## config.mk

```make
export PLATFORM = sky130hd
export DESIGN_NAME = wb_cmd_master
export DESIGN_NICKNAME = d
export VERILOG_FILES = /design/src/rtl/wb_cmd_master.sv
export SDC_FILE = /design/constraint.sdc
export NUM_CORES = 1
export LEC_CHECK = 0
export CAP_MARGIN = 10
export CORE_MARGIN = 3
export CORE_UTILIZATION = 30
export CTS_CLUSTER_SIZE = 16
export DETAILED_ROUTE_END_ITERATION = 8
export PLACE_DENSITY_LB_ADDON = 0.25
export SYNTH_ARGS = -nofsm -noshare
export SYNTH_HDL_FRONTEND = slang
export SYNTH_SLANG_ARGS = --single-unit
```

## constraint.sdc

```tcl
create_clock -name wb_clk_i -period 2.2 [get_ports wb_clk_i]
set_clock_uncertainty 0.15 [all_clocks]
set_input_delay 0.22 -clock wb_clk_i [delete_from_list [all_inputs] [get_ports wb_clk_i]]
set_output_delay 0.22 -clock wb_clk_i [all_outputs]
set_load 0.02 [all_outputs]
```

## src/rtl/wb_cmd_master.sv

```systemverilog
// rtl/wb_cmd_master.sv - Wishbone classic single-transfer initiator with response channel and bus timeout
module wb_cmd_master #(
    parameter int AW      = 32,
    parameter int DW      = 32,
    parameter int TIMEOUT = 255
) (
    input  logic          wb_clk_i,
    input  logic          wb_rst_ni,
    input  logic          cmd_valid_i,
    output logic          cmd_ready_o,
    input  logic          cmd_we_i,
    input  logic [AW-1:0] cmd_adr_i,
    input  logic [DW-1:0] cmd_dat_i,
    input  logic [3:0]    cmd_sel_i,
    output logic          rsp_valid_o,
    input  logic          rsp_ready_i,
    output logic [DW-1:0] rsp_dat_o,
    output logic          rsp_err_o,
    output logic          rsp_tmo_o,
    output logic          wb_cyc_o,
    output logic          wb_stb_o,
    output logic          wb_we_o,
    output logic [AW-1:0] wb_adr_o,
    output logic [DW-1:0] wb_dat_o,
    output logic [3:0]    wb_sel_o,
    input  logic [DW-1:0] wb_dat_i,
    input  logic          wb_ack_i,
    input  logic          wb_err_i
);

    localparam int            CW       = (TIMEOUT > 0) ? $clog2(TIMEOUT + 1) : 1;
    localparam logic [CW-1:0] CNT_LAST = (TIMEOUT > 0) ? CW'(TIMEOUT - 1) : '0;
    localparam logic [CW-1:0] CNT_MAX  = '1;

    typedef enum logic [1:0] {
        IDLE = 2'd0,
        BUS  = 2'd1,
        RESP = 2'd2
    } state_t;

    state_t        state_q, state_d;
    logic [CW-1:0] cnt_q, cnt_d;

    logic          start;
    logic          finish;
    logic          fin_err;
    logic          fin_tmo;
    logic [DW-1:0] fin_dat;
    logic          rsp_pop;

    always_ff @(posedge wb_clk_i or negedge wb_rst_ni) begin
        if (!wb_rst_ni) begin
            state_q <= IDLE;
            cnt_q   <= '0;
        end else begin
            state_q <= state_d;
            cnt_q   <= cnt_d;
        end
    end

    always_comb begin
        state_d     = state_q;
        cnt_d       = cnt_q;
        cmd_ready_o = 1'b0;
        start       = 1'b0;
        finish      = 1'b0;
        fin_err     = 1'b0;
        fin_tmo     = 1'b0;
        fin_dat     = '0;
        rsp_pop     = 1'b0;
        unique case (state_q)
            IDLE: begin
                // state_q already reads IDLE during reset, so gate ready explicitly
                cmd_ready_o = wb_rst_ni;
                if (cmd_valid_i) begin
                    start   = 1'b1;
                    cnt_d   = '0;
                    state_d = BUS;
                end
            end
            BUS: begin
                if (wb_err_i) begin
                    finish  = 1'b1;
                    fin_err = 1'b1;
                end else if (wb_ack_i) begin
                    finish  = 1'b1;
                    fin_dat = wb_we_o ? '0 : wb_dat_i;
                end else if ((TIMEOUT != 0) && (cnt_q == CNT_LAST)) begin
                    finish  = 1'b1;
                    fin_err = 1'b1;
                    fin_tmo = 1'b1;
                end else if (cnt_q != CNT_MAX) begin
                    cnt_d = cnt_q + CW'(1);
                end
                if (finish) begin
                    state_d = RESP;
                end
            end
            RESP: begin
                if (rsp_ready_i) begin
                    rsp_pop = 1'b1;
                    state_d = IDLE;
                end
            end
            default: state_d = IDLE;
        endcase
    end

    // Address, data and selects keep their last values after the cycle ends
    always_ff @(posedge wb_clk_i or negedge wb_rst_ni) begin
        if (!wb_rst_ni) begin
            wb_cyc_o    <= 1'b0;
            wb_stb_o    <= 1'b0;
            wb_we_o     <= 1'b0;
            wb_adr_o    <= '0;
            wb_dat_o    <= '0;
            wb_sel_o    <= '0;
            rsp_valid_o <= 1'b0;
            rsp_dat_o   <= '0;
            rsp_err_o   <= 1'b0;
            rsp_tmo_o   <= 1'b0;
        end else begin
            if (start) begin
                wb_cyc_o <= 1'b1;
                wb_stb_o <= 1'b1;
                wb_we_o  <= cmd_we_i;
                wb_adr_o <= cmd_adr_i;
                wb_dat_o <= cmd_dat_i;
                wb_sel_o <= cmd_sel_i;
            end
            if (finish) begin
                wb_cyc_o    <= 1'b0;
                wb_stb_o    <= 1'b0;
                wb_we_o     <= 1'b0;
                rsp_valid_o <= 1'b1;
                rsp_dat_o   <= fin_dat;
                rsp_err_o   <= fin_err;
                rsp_tmo_o   <= fin_tmo;
            end
            if (rsp_pop) begin
                rsp_valid_o <= 1'b0;
            end
        end
    end

endmodule
```

==> results list <==
* Status: complete, no violations
* Global routing usage summed across all routing layers: 16.5%
- Input and output buffers added on the ports amount to 213.
- EDFF count, synth: 0
- After synthesis the cells add up to 4430 um^2.
* Post-CTS setup repair buffer count: 0
- Maximum ir drop on the vdd rail: 0.770 mV
- Clock latency on the worst-skew pair, taken at its later pin, is 410 ps.
- From bottom edge to top edge, the die measures 127 um.
* Synth Area per Inst: 10.1 um^2
- Broken down by cell family, the worst path's largest delay share belongs to simple AND/OR/NAND/NOR gates.
* Tightest slew margin relative to the limit: approximately three fifths
- In this run the deepest clock path goes through 2 buffers.
- Dominant register cell in the synthesized netlist: dfrtp_1
* Worst Path Buf+Inv: 2
- The number of antenna violations at the first check in global routing is 0.
- Die ar.: 16200 um^2
- Post-Layout Cell Count: about 850
- In this run the power density over the cells is 1530 nW/um^2.
- Minimum clock period: 1970 ps
- Once the floorplan was initialized, standard cells occupied 31.3% of the core.
- The H-tree generated during clock tree synthesis spans 4 levels.
* Warnings from Yosys: 0
* RD Place Congestion: roughly 0.78
* Count of routing violations after the opening detailed-route iteration: 206
- The max-slew violation total from the final report was 0.
- Data arrival time of the worst path: 2150 ps
- Slew at the pin closest to its max-slew limit: roughly 610 ps
- The first global-routing pass estimated 21100 um of wire.
* Number of distinct library cells after synthesis: 31
* Chip Width: 127 um
- Setup total negative slack: 0 ps
- Pin placement for this block handled 214 I/O pins.
- The via count of the first global-routing pass came to 4120.
* Detailed-route wire length: roughly 13000 um
- Internal reg-to-reg setup slack: 230 ps
- Counting every net in the synthesized netlist gives between 500 and 600.
- Data required, critical path: 2390 ps
* Share of the clock period used by the worst path: a little under 90%
- Sequential cell area fraction in the yosys report: 65.0%
- After floorplanning, the core was sized to cover 14100 um^2.
- Worst Path Max Fanout: 32
- Finish-stage setup viols: 0
* Count of clock tree sinks: 115
- The worst setup path is of the reg2reg kind.
- After floorplanning, the core was divided into 43 placement rows.
- The tool flagged a number of max-cap violations equal to 0.
* Instance count after placement with tap cells included: 819
- Post-synthesis cell count: between 400 and 500
- The HPWL after detailed placement is 9260 um.
- Area growth syn-to-layout: 67.1%
- Total grt overflow: 0
- For this run, the top clock speed supported by timing is 508 MHz.
- The tree is rooted in a clkbuf_16.
- TritonCTS clock tree: built
- Detailed-route vias per instance: 4.56
* Number of antenna diodes: 0
* Kind of capture point of the worst setup path: flip-flop
- The net count of the finished layout is 768.
* Total of flip-flops plus latches after synthesis: 115
* Async set or reset register ratio after synthesis: 100%
* Cell occurring most often along the worst timing path: buf_4
* Clock-pin transition on the worst setup and hold timing paths: around 50 ps
* Post-route ant nets: 0
* Num CTS Buffers: 17
- Entering global routing, the biggest net connects 116 pins.
- The min-delay analysis places its worst path in the category in2reg.
- Setup repair after global routing left no endpoint under its margin.
* Chain of cells forming the critical path: nor2b_1 > buf_4 > nand2_1 > nor3_2 > buf_4 > a22o_1
* Number of failing hold endpoints at the final stage: 0
- Summing over every cut layer, the via total after detailed routing is 3868.
- Slowest stage cell on the critical path: nor2b_1
- The first detailed-routing pass ran for 4 iterations.
* Ratio of cells with drive above 1 in the final layout: under 10%
- Worst Setup Start Kind: flip-flop
- On the worst path, the slowest cell contributes a delay of 390 ps.
- Drt drc: 0
- After detailed routing, the average wire length per cell comes to 15.4 um.
* Standby leakage power: 3.49 nW
[cells by family (layout without fill, tap and decap cells)]
| logic type | count (synthesis) | count (layout) | share of synthesized area [%] |
|---|---|---|---|
| AO/OA/AOI/OAI | 60 | 60 | 10.7 |
| adder cells (fa/ha/maj) | 2 | 2 | 0.565 |
| buffers and inverters | 26 | 256 | 2.74 |
| flip-flops | 115 | 115 | 65.0 |
| multiplexers | 1 | 1 | 0.339 |
| AND/OR/NAND/NOR | 235 | 235 | 20.7 |
[per-stage QoR]
step | total power [W] | area [um^2] | utilization (%) | setup WS, ps | hold slack, ps
after floorplan | 0.00605 | 4430 | - | 328 | -226
after global placement | 0.00858 | 6790 | 48.0 | 309 | 246
after detailed placement | 0.00868 | 6790 | 48.0 | 263 | 255
after CTS | 0.0115 | 7400 | 52.3 | 234 | 162
after global routing | 0.0120 | 7400 | 52.3 | 91.5 | 160
final | 0.0113 | 7400 | 52.3 | 232 | 184
[final timing paths]
| kind | from | end | cells after the start |
|---|---|---|---|
| worst max register to register | state_q[0] | rsp_dat_o[18] | 6 |
| worst max-delay path | state_q[0] | rsp_dat_o[18] | 6 |
| worst min register to register | wb_adr_o[16] | wb_adr_o[16] | 2 |
| max in group asynchronous | wb_rst_ni | wb_adr_o[15] | 3 |
| worst min-delay path | cmd_dat_i[30] | wb_dat_o[30] | 3 |
| min in group asynchronous | wb_rst_ni | wb_adr_o[27] | 3 |
[flip-flops by register name, summed over array words and instances, names as in the netlist]
name	count
wb_sel_o	4
rsp_tmo_o	1
wb_dat_o	32
state_q	2
rsp_err_o	1
wb_adr_o	32
wb_stb_o	1
rsp_valid_o	1
rsp_dat_o	32
wb_we_o	1
cnt_q	8
[synthesized netlist by cell type, drive strengths merged (2+ instances only)]
library cell  count  area share (%)
inv               2            0.17
o21ai             6            0.68
and2              2            0.28
o21a              3            0.51
buf              11             1.5
clkbuf           13             1.1
nor2              8            0.68
nand2b            2            0.28
a41oi             2            0.40
a21oi             7            0.79
a31oi             4            0.57
nand2           214              18
a22o             32             6.3
ha                2            0.57
nand3             4            0.45
dfrtp           115              65
[worst min-delay path, stage by stage]
cell and delay, ps:
clkdlybuf4s50_1 390, nand2_1 50, nand2_1 40
[layer usage]
layer / track usage (%) / wire [um] / up-vias
met1: 19.5 / 5310 / 1883
li1: - / - / 1862
met2: 28.1 / 6900 / 110
met5: 0 / 0 / -
met3: 5.56 / 717 / 13
met4: 5.80 / 154 / 0
[layout by cell type (no fill, tap or decap), drive strengths merged, types with 2 or more instances in the layout]
master,count
a31oi,4
a21oi,7
bufinv,2
dfrtp,115
a22o,32
nand3,4
and2,2
o21a,3
clkdlybuf4s50,211
clkinv,2
buf,12
nand2,214
nor2,8
o21ai,6
ha,2
a41oi,2
nand2b,2
inv,2
clkbuf,25
[timing repair]
action / 4_1_cts / 5_1_grt
gates resized for setup: 1 / 0
hold buffers: 1 / 0
endpoints found under the setup margin: 1 / 0
endpoints found under the hold margin: 115 / 0
[final cells by class]
cell class | count | area [um^2]
well taps | 180 | 225
clock inverters | 4 | 70.1
inverters | 2 | 7.51
flip-flops and latches | 115 | 2880
fillers | 1247 | 6750
repair buffers | 225 | 2250
multi-input cells | 298 | 1440
clock buffers | 25 | 526
[report_power, final]
part	switching, W	internal, W
clock network	0.000897	0.00185
registers	0.000540	0.00308
logic	0.00261	0.00236
No activity file was read; power rests on OpenSTA's default activity.
